==> src/rtl/fila_param_if.sv <==
`default_nettype none
// ============================================================================
// Module      : fila_param_if
// Description : Bus bundle between a producer/consumer and the fila_param FIFO.
// Revision    : 1.0 - initial release
// ============================================================================
interface fila_param_if #(
    parameter int WIDTH = 8,
    parameter int DEPTH = 8
);
    localparam int LEN_W = $clog2(DEPTH + 1);

    logic [WIDTH-1:0] data_in;
    logic             enqueue_in;
    logic             dequeue_in;
    logic             clear_in;
    logic [WIDTH-1:0] data_out;
    logic             data_valid_out;
    logic [LEN_W-1:0] len_out;
    logic             full_out;
    logic             empty_out;
    logic             almost_full_out;
    logic             overflow_out;
    logic             underflow_out;

    modport master (
        output data_in, enqueue_in, dequeue_in, clear_in,
        input  data_out, data_valid_out, len_out, full_out, empty_out,
               almost_full_out, overflow_out, underflow_out
    );

    modport slave (
        input  data_in, enqueue_in, dequeue_in, clear_in,
        output data_out, data_valid_out, len_out, full_out, empty_out,
               almost_full_out, overflow_out, underflow_out
    );
endinterface
`default_nettype wire

==> src/rtl/fila_param.sv <==
`default_nettype none
// ============================================================================
// Module      : fila_param
// Description : Parametrised circular-buffer FIFO with status and sticky errors.
// Revision    : 1.0 - initial release
// ============================================================================
module fila_param #(
    parameter int WIDTH    = 8,
    parameter int DEPTH    = 8,
    parameter int AF_LEVEL = DEPTH - 2
) (
    input  logic         clk_10KHz,
    input  logic         reset,
    fila_param_if.slave  q
);
    localparam int             c_LEN_W = $clog2(DEPTH + 1);
    localparam int             c_PTR_W = $clog2(DEPTH);
    localparam [c_LEN_W-1:0]   c_DEPTH = c_LEN_W'(DEPTH);
    localparam [c_LEN_W-1:0]   c_AF    = c_LEN_W'(AF_LEVEL);
    localparam [c_PTR_W-1:0]   c_LAST  = c_PTR_W'(DEPTH - 1);

    logic [WIDTH-1:0]   r_mem [DEPTH];
    logic [c_PTR_W-1:0] r_wr_ptr;
    logic [c_PTR_W-1:0] r_rd_ptr;
    logic [c_LEN_W-1:0] r_len;
    logic [WIDTH-1:0]   r_data_out;
    logic               r_valid;
    logic               r_overflow;
    logic               r_underflow;

    logic               w_enq_ok;
    logic               w_deq_ok;
    logic               w_wr_en;

    function automatic logic [c_PTR_W-1:0] f_next(input logic [c_PTR_W-1:0] ptr);
        return (ptr == c_LAST) ? '0 : ptr + 1'b1;
    endfunction

    // A full queue still accepts a write when a read frees the slot this cycle.
    assign w_enq_ok = q.enqueue_in & ((r_len < c_DEPTH) | q.dequeue_in);
    assign w_deq_ok = q.dequeue_in & (r_len != '0);
    assign w_wr_en  = ~reset & ~q.clear_in & w_enq_ok;

    always_ff @(posedge clk_10KHz) begin
        if (w_wr_en) begin
            r_mem[r_wr_ptr] <= q.data_in;
        end
    end

    always_ff @(posedge clk_10KHz) begin
        if (reset) begin
            r_wr_ptr    <= '0;
            r_rd_ptr    <= '0;
            r_len       <= '0;
            r_data_out  <= '0;
            r_valid     <= 1'b0;
            r_overflow  <= 1'b0;
            r_underflow <= 1'b0;
        end else if (q.clear_in) begin
            r_wr_ptr <= '0;
            r_rd_ptr <= '0;
            r_len    <= '0;
            r_valid  <= 1'b0;
        end else begin
            r_valid <= w_deq_ok;
            if (w_deq_ok) begin
                r_data_out <= r_mem[r_rd_ptr];
                r_rd_ptr   <= f_next(r_rd_ptr);
            end
            if (w_enq_ok) begin
                r_wr_ptr <= f_next(r_wr_ptr);
            end
            case ({w_enq_ok, w_deq_ok})
                2'b10:   r_len <= r_len + 1'b1;
                2'b01:   r_len <= r_len - 1'b1;
                default: r_len <= r_len;
            endcase
            if (q.enqueue_in & ~w_enq_ok) begin
                r_overflow <= 1'b1;
            end
            if (q.dequeue_in & ~w_deq_ok) begin
                r_underflow <= 1'b1;
            end
        end
    end

    assign q.data_out        = r_data_out;
    assign q.data_valid_out  = r_valid;
    assign q.len_out         = r_len;
    assign q.full_out        = (r_len == c_DEPTH);
    assign q.empty_out       = (r_len == '0);
    assign q.almost_full_out = (r_len >= c_AF);
    assign q.overflow_out    = r_overflow;
    assign q.underflow_out   = r_underflow;
endmodule
`default_nettype wire

==> src/flat_wrapper.sv <==
// flat-port wrapper written by rule: the top's interface ports become plain ports
module fila_param_flat 
#(
    parameter int WIDTH    = 8,
    parameter int DEPTH    = 8,
    parameter int AF_LEVEL = DEPTH - 2
)
  (clk_10KHz, reset, q_data_in, q_enqueue_in, q_dequeue_in, q_clear_in, q_data_out, q_data_valid_out, q_len_out, q_full_out, q_empty_out, q_almost_full_out, q_overflow_out, q_underflow_out);
  fila_param_if #(.WIDTH(WIDTH), .DEPTH(DEPTH)) q_i ();
  input  logic clk_10KHz;
  input  logic reset;
  input wire logic [$bits(q_i.data_in)-1:0] q_data_in;
  input wire logic [$bits(q_i.enqueue_in)-1:0] q_enqueue_in;
  input wire logic [$bits(q_i.dequeue_in)-1:0] q_dequeue_in;
  input wire logic [$bits(q_i.clear_in)-1:0] q_clear_in;
  output wire logic [$bits(q_i.data_out)-1:0] q_data_out;
  output wire logic [$bits(q_i.data_valid_out)-1:0] q_data_valid_out;
  output wire logic [$bits(q_i.len_out)-1:0] q_len_out;
  output wire logic [$bits(q_i.full_out)-1:0] q_full_out;
  output wire logic [$bits(q_i.empty_out)-1:0] q_empty_out;
  output wire logic [$bits(q_i.almost_full_out)-1:0] q_almost_full_out;
  output wire logic [$bits(q_i.overflow_out)-1:0] q_overflow_out;
  output wire logic [$bits(q_i.underflow_out)-1:0] q_underflow_out;
  assign q_i.data_in = q_data_in;
  assign q_i.enqueue_in = q_enqueue_in;
  assign q_i.dequeue_in = q_dequeue_in;
  assign q_i.clear_in = q_clear_in;
  assign q_data_out = q_i.data_out;
  assign q_data_valid_out = q_i.data_valid_out;
  assign q_len_out = q_i.len_out;
  assign q_full_out = q_i.full_out;
  assign q_empty_out = q_i.empty_out;
  assign q_almost_full_out = q_i.almost_full_out;
  assign q_overflow_out = q_i.overflow_out;
  assign q_underflow_out = q_i.underflow_out;
  fila_param #(.WIDTH(WIDTH), .DEPTH(DEPTH), .AF_LEVEL(AF_LEVEL)) u_core (.clk_10KHz(clk_10KHz), .reset(reset), .q(q_i));
endmodule
==> config.mk <==
export PLATFORM = sky130hd
export DESIGN_NAME = fila_param_flat
export DESIGN_NICKNAME = d
export VERILOG_FILES = /design/src/rtl/fila_param_if.sv /design/src/rtl/fila_param.sv /design/src/flat_wrapper.sv
export SDC_FILE = /design/constraint.sdc
export NUM_CORES = 1
export LEC_CHECK = 0
export ABC_AREA = 1
export CAP_MARGIN = 20
export CORE_UTILIZATION = 62
export CTS_CLUSTER_DIAMETER = 80
export DETAILED_ROUTE_END_ITERATION = 10
export HOLD_SLACK_MARGIN = 0.12
export PLACE_DENSITY = 0.84
export SYNTH_ARGS = -nofsm -noshare
export SYNTH_HDL_FRONTEND = slang
export SYNTH_SLANG_ARGS = --single-unit
==> constraint.sdc <==
create_clock -name clk_10KHz -period 2.9 [get_ports clk_10KHz]
set_input_delay 0.58 -clock clk_10KHz [delete_from_list [all_inputs] [get_ports clk_10KHz]]
set_output_delay 0.58 -clock clk_10KHz [all_outputs]
set_load 0.1 [all_outputs]
==> results.json, run 1 <==
{
  "gp_congestion": 0.866,
  "synth_warnings": 0,
  "fmax_mhz": 427,
  "cts_setup_buffers": 0,
  "drv_slew": 0,
  "multiInputGateArea_mm2": 0.00108,
  "ys_seq_area_frac": 0.622,
  "placed_area_mm2": 0.00413,
  "coreArea_mm2": 0.00589,
  "leakage_nw": 1.88,
  "drt-initial-drc-count": 210,
  "power.density_mw_per_mm2": 625,
  "critical_path.top_delay_family": "compound AO/OA/AOI/OAI gates",
  "path_class": "input pin to register",
  "routed_via_density": 5.39,
  "mostFrequentLayoutCells": "99 x nand2_1, 64 x edfxtp_1, 62 x inv_1",
  "relSlewSlack": 0.574,
  "clockBufferDepth": 2,
  "grt_pass1_wl_mm": 12.2,
  "setup_violations": 0,
  "rsz0062_at_grt": "false",
  "final.period_utilization": 0.807,
  "grt-ovfl-total": 0,
  "antenna_found_initial": 0,
  "track_usage": 0.263,
  "arrival_ns": 2.60,
  "crit_required_ns": 3.16,
  "skew_ns": 0.00815,
  "hold_buffers": 0,
  "synth_top_area_frac": 0.510,
  "tns_ns": 0,
  "h-tree-depth": 3,
  "io_pins": 31,
  "hold_class": "register to register",
  "worst_pin_slew_ns": 0.638,
  "clk_pin_slew_worst_paths_ns": 0.08,
  "path_depth": 11,
  "cts_buffers": 9,
  "antenna_cells": 0,
  "utilization": 0.736,
  "clock_latency_ns": 0.36,
  "critPathMaxFanout": 9,
  "nets": 444,
  "hpwl_mm": 4.98,
  "slowest_stage": "clkdlybuf4s50_1",
  "synth_nets": 404,
  "root_buffer": "clkbuf_8",
  "wl_per_cell_um": 15.1,
  "crit_buf_inv": 3,
  "die_area_mm2": 0.00639,
  "cts-resized-gates": 0,
  "grt_pass1_vias": 2607,
  "drt_first_pass_iters": 5,
  "crit_chain": "clkdlybuf4s50_1 > o21ai_2 > ha_1 > nand2_1 > inv_1 > nor2_1 > ha_1 > a21oi_1 > xnor2_1 > o21ai_0 > inv_1",
  "cts_tree": "done",
  "ir_worst_vdd_mv": 0.431,
  "ys_ff_latch": 85,
  "clock_sinks": 85,
  "hold_viol": 0,
  "io_buffers": 30,
  "die_w_um": 80.0,
  "synth_area_mm2": 0.00377,
  "startpoint_type": "input pin",
  "stdcell_area_mm2": 0.00433,
  "dieHeight_um": 80.0,
  "syn_inst": 384,
  "syn_to_final_growth_pct": 14.9,
  "maxCapViolations": 0,
  "ys_top_cells_by_area": "edfxtp_1 51%, dfxtp_1 11%, nand2_1 9.9%, nand3_1 6.8%, inv_1 6.2%",
  "grt_max_degree": 34,
  "yosysUniqueCellTypes": 32,
  "drive_gt1_frac": 0.138,
  "cpPeakStageDelay_ns": 0.53,
  "outcome": "completed",
  "start_util": 0.640,
  "postSynthAreaPerCell_um2": 9.81,
  "end_kind": "register",
  "drcViolationCount": 0,
  "nFillCells": 401,
  "holdPathStages": 2,
  "period_needed_ns": 2.34,
  "dr_total_vias": 2717,
  "yosys.area.top_type": "edfxtp_1",
  "wl_mm": 7.61,
  "mostFrequentLayoutCell": "nand2_1",
  "antenna_left": 0,
  "seq_area_mm2": 0.00234,
  "num_rows": 28,
  "r2r_cells": 13
}
[power breakdown]
part           switching (W)  internal [W]  leakage (nW)
Sequential         0.0000295       0.00133         0.747
Clock               0.000400      0.000488        0.0989
Combinational       0.000337      0.000117          1.04
[state kept, by name (all words and copies together), names as in the netlist]
| name | flops |
|---|---|
| u_core.q.len_out | 4 |
| u_core.q.underflow_out | 1 |
| u_core.q.data_out | 8 |
| u_core.q.overflow_out | 1 |
| u_core.q.data_valid_out | 1 |
| u_core.r_wr_ptr | 3 |
| u_core.r_mem | 64 |
| u_core.r_rd_ptr | 3 |
[layer usage]
metal	track usage	vias to the layer above	routed length [um]
met2	0.419	95	3800
met1	0.325	1290	3210
met5	0	-	0
li1	-	1317	-
met4	0.127	0	133
met3	0.0811	15	459
[synthesized netlist by cell type]
library cell / number
xnor2_1: 2
nor2_8: 1
inv_1: 62
nand2_4: 1
inv_2: 3
nor3_2: 1
a21oi_2: 1
nor2_4: 1
buf_2: 4
nand2_1: 99
clkbuf_1: 2
nor2_1: 18
a211oi_1: 2
o21ai_0: 8
nand2_2: 1
ha_1: 7
clkinv_2: 1
dfxtp_1: 21
nand3_1: 51
edfxtp_1: 64
nor3_1: 1
nor4_1: 1
a21oi_1: 15
inv_4: 2
a31oi_1: 2
buf_4: 2
o21ai_2: 1
clkinv_1: 1
xor2_1: 1
nor2_2: 2
buf_6: 5
nand3_2: 1
[cell families after synthesis]
kind of cell	share of synthesized area
simple gates	0.209
flops	0.622
buf+inv	0.0966
compound gates	0.0425
fa+ha+maj	0.0232
xor+xnor	0.00698
[path summary, 6_finish.rpt]
check	startpoint	end	slack (ns)
worst max-delay path	q_dequeue_in	u_core.q.len_out[2]	0.56
worst min-delay path	u_core.q.data_out[0]	u_core.q.data_out[0]	0.47
worst max register to register	u_core.q.len_out[0]	u_core.q.len_out[2]	0.86
worst min register to register	u_core.q.data_out[0]	u_core.q.data_out[0]	0.47
[through the flow]
stage | power, W | hold WS, ns | setup slack (ns) | cells
2_1_floorplan | 0.00173 | 0.502 | 0.0479 | 384
3_3_place_gp | 0.00183 | 0.453 | 0.310 | 488
3_5_place_dp | 0.00184 | 0.464 | 0.211 | 488
4_1_cts | 0.00271 | 0.476 | 0.582 | 504
5_1_grt | 0.00279 | 0.492 | 0.443 | 504
6_report | 0.00270 | 0.472 | 0.560 | 504
[tightest hold or removal path, cell delays in order, from the launching register on]
cell and delay, ns:
dfxtp_1 0.32, nand2_1 0.06, a21oi_1 0.06
[area by class of cell]
class,instances,area share
clock inverter,2,0.0139
multi-input combinational,217,0.249
inverter,69,0.0613
clock buffer,14,0.0329
sequential,85,0.541
timing repair buffer,42,0.0798
tap,75,0.0217
No activity file was read; power rests on OpenSTA's default activity.
==> run 2, diff against run 1 <==
--- a/config.mk
+++ b/config.mk
@@ -7,11 +7,11 @@
 export LEC_CHECK = 0
 export ABC_AREA = 1
 export CAP_MARGIN = 20
-export CORE_UTILIZATION = 62
+export CORE_UTILIZATION = 52
 export CTS_CLUSTER_DIAMETER = 80
 export DETAILED_ROUTE_END_ITERATION = 10
 export HOLD_SLACK_MARGIN = 0.12
-export PLACE_DENSITY = 0.84
+export PLACE_DENSITY = 0.75
 export SYNTH_ARGS = -nofsm -noshare
 export SYNTH_HDL_FRONTEND = slang
 export SYNTH_SLANG_ARGS = --single-unit
==> constraint.sdc (replaced) <==
create_clock -name clk_10KHz -period 2 [get_ports clk_10KHz]
set_input_delay 0.4 -clock clk_10KHz [delete_from_list [all_inputs] [get_ports clk_10KHz]]
set_output_delay 0.4 -clock clk_10KHz [all_outputs]
set_load 0.1 [all_outputs]
==> run 2 against run 1 <==
Net effect:
- critical endpoint unchanged
- critical path depth increased by 1
- sequential power grew 45%
- utilization shrank 8.3 points
- die area is 19% higher
- wire length decreased by 0.45%
- first-iteration DRC count is 23% lower
- largest power group unchanged
- sequential share of layout area decreased by 1.8 points
- clock power grew 26%
- flip-flop and latch count unchanged
- global-route usage is 4.1 points lower
- register-to-register slack worse by 0.66 ns
==> results.json, run 2 (same netlist as run 1, synthesis figures left out) <==
{
  "io_pins": 31,
  "hold_ws_ns": 0.470,
  "crit_end": "u_core.q.len_out[2]",
  "routed_via_density": 5.04,
  "drt-initial-drc-count": 161,
  "setup_violations": 0,
  "end_kind": "register",
  "cts_buffers": 9,
  "antenna_cells": 0,
  "ir_worst_vdd_mv": 0.513,
  "hold_path_startpoint": "u_core.q.data_out[1]",
  "track_usage": 0.222,
  "relSlewSlack": 0.717,
  "met3_length_um": 423,
  "outcome": "completed",
  "grt_pass1_wl_mm": 12.3,
  "hpwl_mm": 5.29,
  "dieHeight_um": 87.1,
  "rr_startpoint": "u_core.q.len_out[0]",
  "drv_slew": 0,
  "skew_ns": 0.00878,
  "worst_pin_slew_ns": 0.424,
  "critPathMaxFanout": 4,
  "mostFrequentLayoutCell": "nand2_1",
  "path_class": "input pin to register",
  "clockBufferDepth": 2,
  "mostFrequentLayoutCells": "99 x nand2_1, 64 x edfxtp_1, 62 x inv_1",
  "grt_max_degree": 34,
  "maxCapViolations": 0,
  "die_area_mm2": 0.00759,
  "clock_latency_ns": 0.35,
  "clock_sinks": 85,
  "antenna_found_initial": 0,
  "power.density_mw_per_mm2": 846,
  "wl_met2_mm": 3.66,
  "coreArea_mm2": 0.00691,
  "largest_register_ffs": 64,
  "grt-ovfl-total": 0,
  "drt_first_pass_iters": 5,
  "period_needed_ns": 1.82,
  "clk_pin_slew_worst_paths_ns": 0.09,
  "start_util": 0.545,
  "syn_to_final_growth_pct": 19.6,
  "hold_class": "register to register",
  "final.period_utilization": 0.912,
  "leakage_nw": 1.95,
  "drcViolationCount": 0,
  "nFillCells": 547,
  "r2r_cells": 13,
  "die_w_um": 87.1,
  "crit_required_ns": 2.25,
  "drive_gt1_frac": 0.188,
  "startpoint_type": "input pin",
  "num_rows": 30,
  "gp_congestion": 0.860,
  "cts_tree": "done",
  "r2r_end": "u_core.q.len_out[2]",
  "nets": 457,
  "r2r_slack_ns": 0.20,
  "arrival_ns": 2.07,
  "wl_met1_mm": 3.39,
  "grt_pass1_vias": 2540,
  "h-tree-depth": 3,
  "cts_setup_buffers": 0,
  "top_register": "u_core.r_mem",
  "wl_mm": 7.58,
  "wl_per_cell_um": 14.1,
  "crit_start": "q_dequeue_in",
  "io_buffers": 30,
  "routed.top_layer": "met4",
  "dr_total_vias": 2710,
  "fmax_mhz": 548,
  "tns_ns": 0,
  "root_buffer": "clkbuf_8",
  "hold_viol": 0,
  "antenna_left": 0
}
[run 2: cell types whose count changed in the layout (fill, tap and decap cells not counted), moves of 2 or more]
cell        change
clkinvlp_4      +2
dfxtp_1         -4
dfxtp_4         +4
bufinv_16       -2
inv_6           +3
buf_12          +3
clkbuf_1        -5
buf_4          +10
[run 2: timing repair]
action                                 CTS  global route
resized for setup                        0             2
hold buffers                             0             0
endpoints found under the hold margin    0             0
setup endpoints to repair                0             1
[run 2: report_power, final]
group	switching [W]	internal, W	leakage (nW)
registers	0.0000373	0.00193	0.750
clock network	0.000625	0.000493	0.0893
logic	0.000506	0.000220	1.12
total	0.00117	0.00265	1.95
[run 2: worst min path at each step]
stage               slack [ns]                   end  depth (start not counted)
floorplan                 0.50    u_core.r_mem[0][0]                          0
global placement          0.45  u_core.q.data_out[7]                          2
detailed placement        0.46  u_core.q.data_out[1]                          2
CTS                       0.47  u_core.q.data_out[1]                          2
global route              0.50  u_core.q.data_out[6]                          2
finish                    0.47  u_core.q.data_out[1]                          2
[run 2: critical path, cell delays in order]
cell	delay, ns
clkdlybuf4s50_1	0.56
nand2_4	0.07
inv_1	0.07
ha_2	0.21
nand2_1	0.06
inv_1	0.06
nor2_1	0.05
ha_1	0.18
a21oi_2	0.13
xnor2_1	0.09
o21ai_0	0.14
inv_1	0.05
[run 2: area by class of cell]
cell class              instances  area, um^2  area share
flip-flops and latches         85        2360       0.523
well taps                      96         120      0.0267
multi-input cells             217        1090       0.243
repair buffers                 55         480       0.107
clock inverters                 6        46.3      0.0103
inverters                      69         270      0.0600
clock buffers                  10         138      0.0305
[run 2: stage by stage]
step                      total power [W]  utilization  instances  worst slack, ns  instance area, um^2
final                             0.00381        0.652        538            0.176                 4510
after detailed placement          0.00274        0.625        522           -0.258                 4320
after global placement            0.00272        0.625        522           -0.177                 4320
after global routing              0.00396        0.652        538         -0.00918                 4510
after CTS                         0.00384        0.651        538            0.112                 4500
after floorplan                   0.00252            -        384          -0.0120                 3810
[run 2: layer usage]
| metal | global-route usage | up-vias |
|---|---|---|
| met1 | 0.295 | 1260 |
| met3 | 0.0408 | 9 |
| met5 | 0 | - |
| met4 | 0.0984 | 0 |
| met2 | 0.356 | 87 |
| li1 | - | 1354 |
==> run 3, diff against run 2 <==
--- a/config.mk
+++ b/config.mk
@@ -9,9 +9,11 @@
 export CAP_MARGIN = 20
 export CORE_UTILIZATION = 52
 export CTS_CLUSTER_DIAMETER = 80
+export CTS_CLUSTER_SIZE = 40
 export DETAILED_ROUTE_END_ITERATION = 10
 export HOLD_SLACK_MARGIN = 0.12
 export PLACE_DENSITY = 0.75
+export SKIP_LAST_GASP = 1
 export SYNTH_ARGS = -nofsm -noshare
 export SYNTH_HDL_FRONTEND = slang
 export SYNTH_SLANG_ARGS = --single-unit
==> results of run 3 <==
Final layout, timing and power as in run 2 (identical DEF).
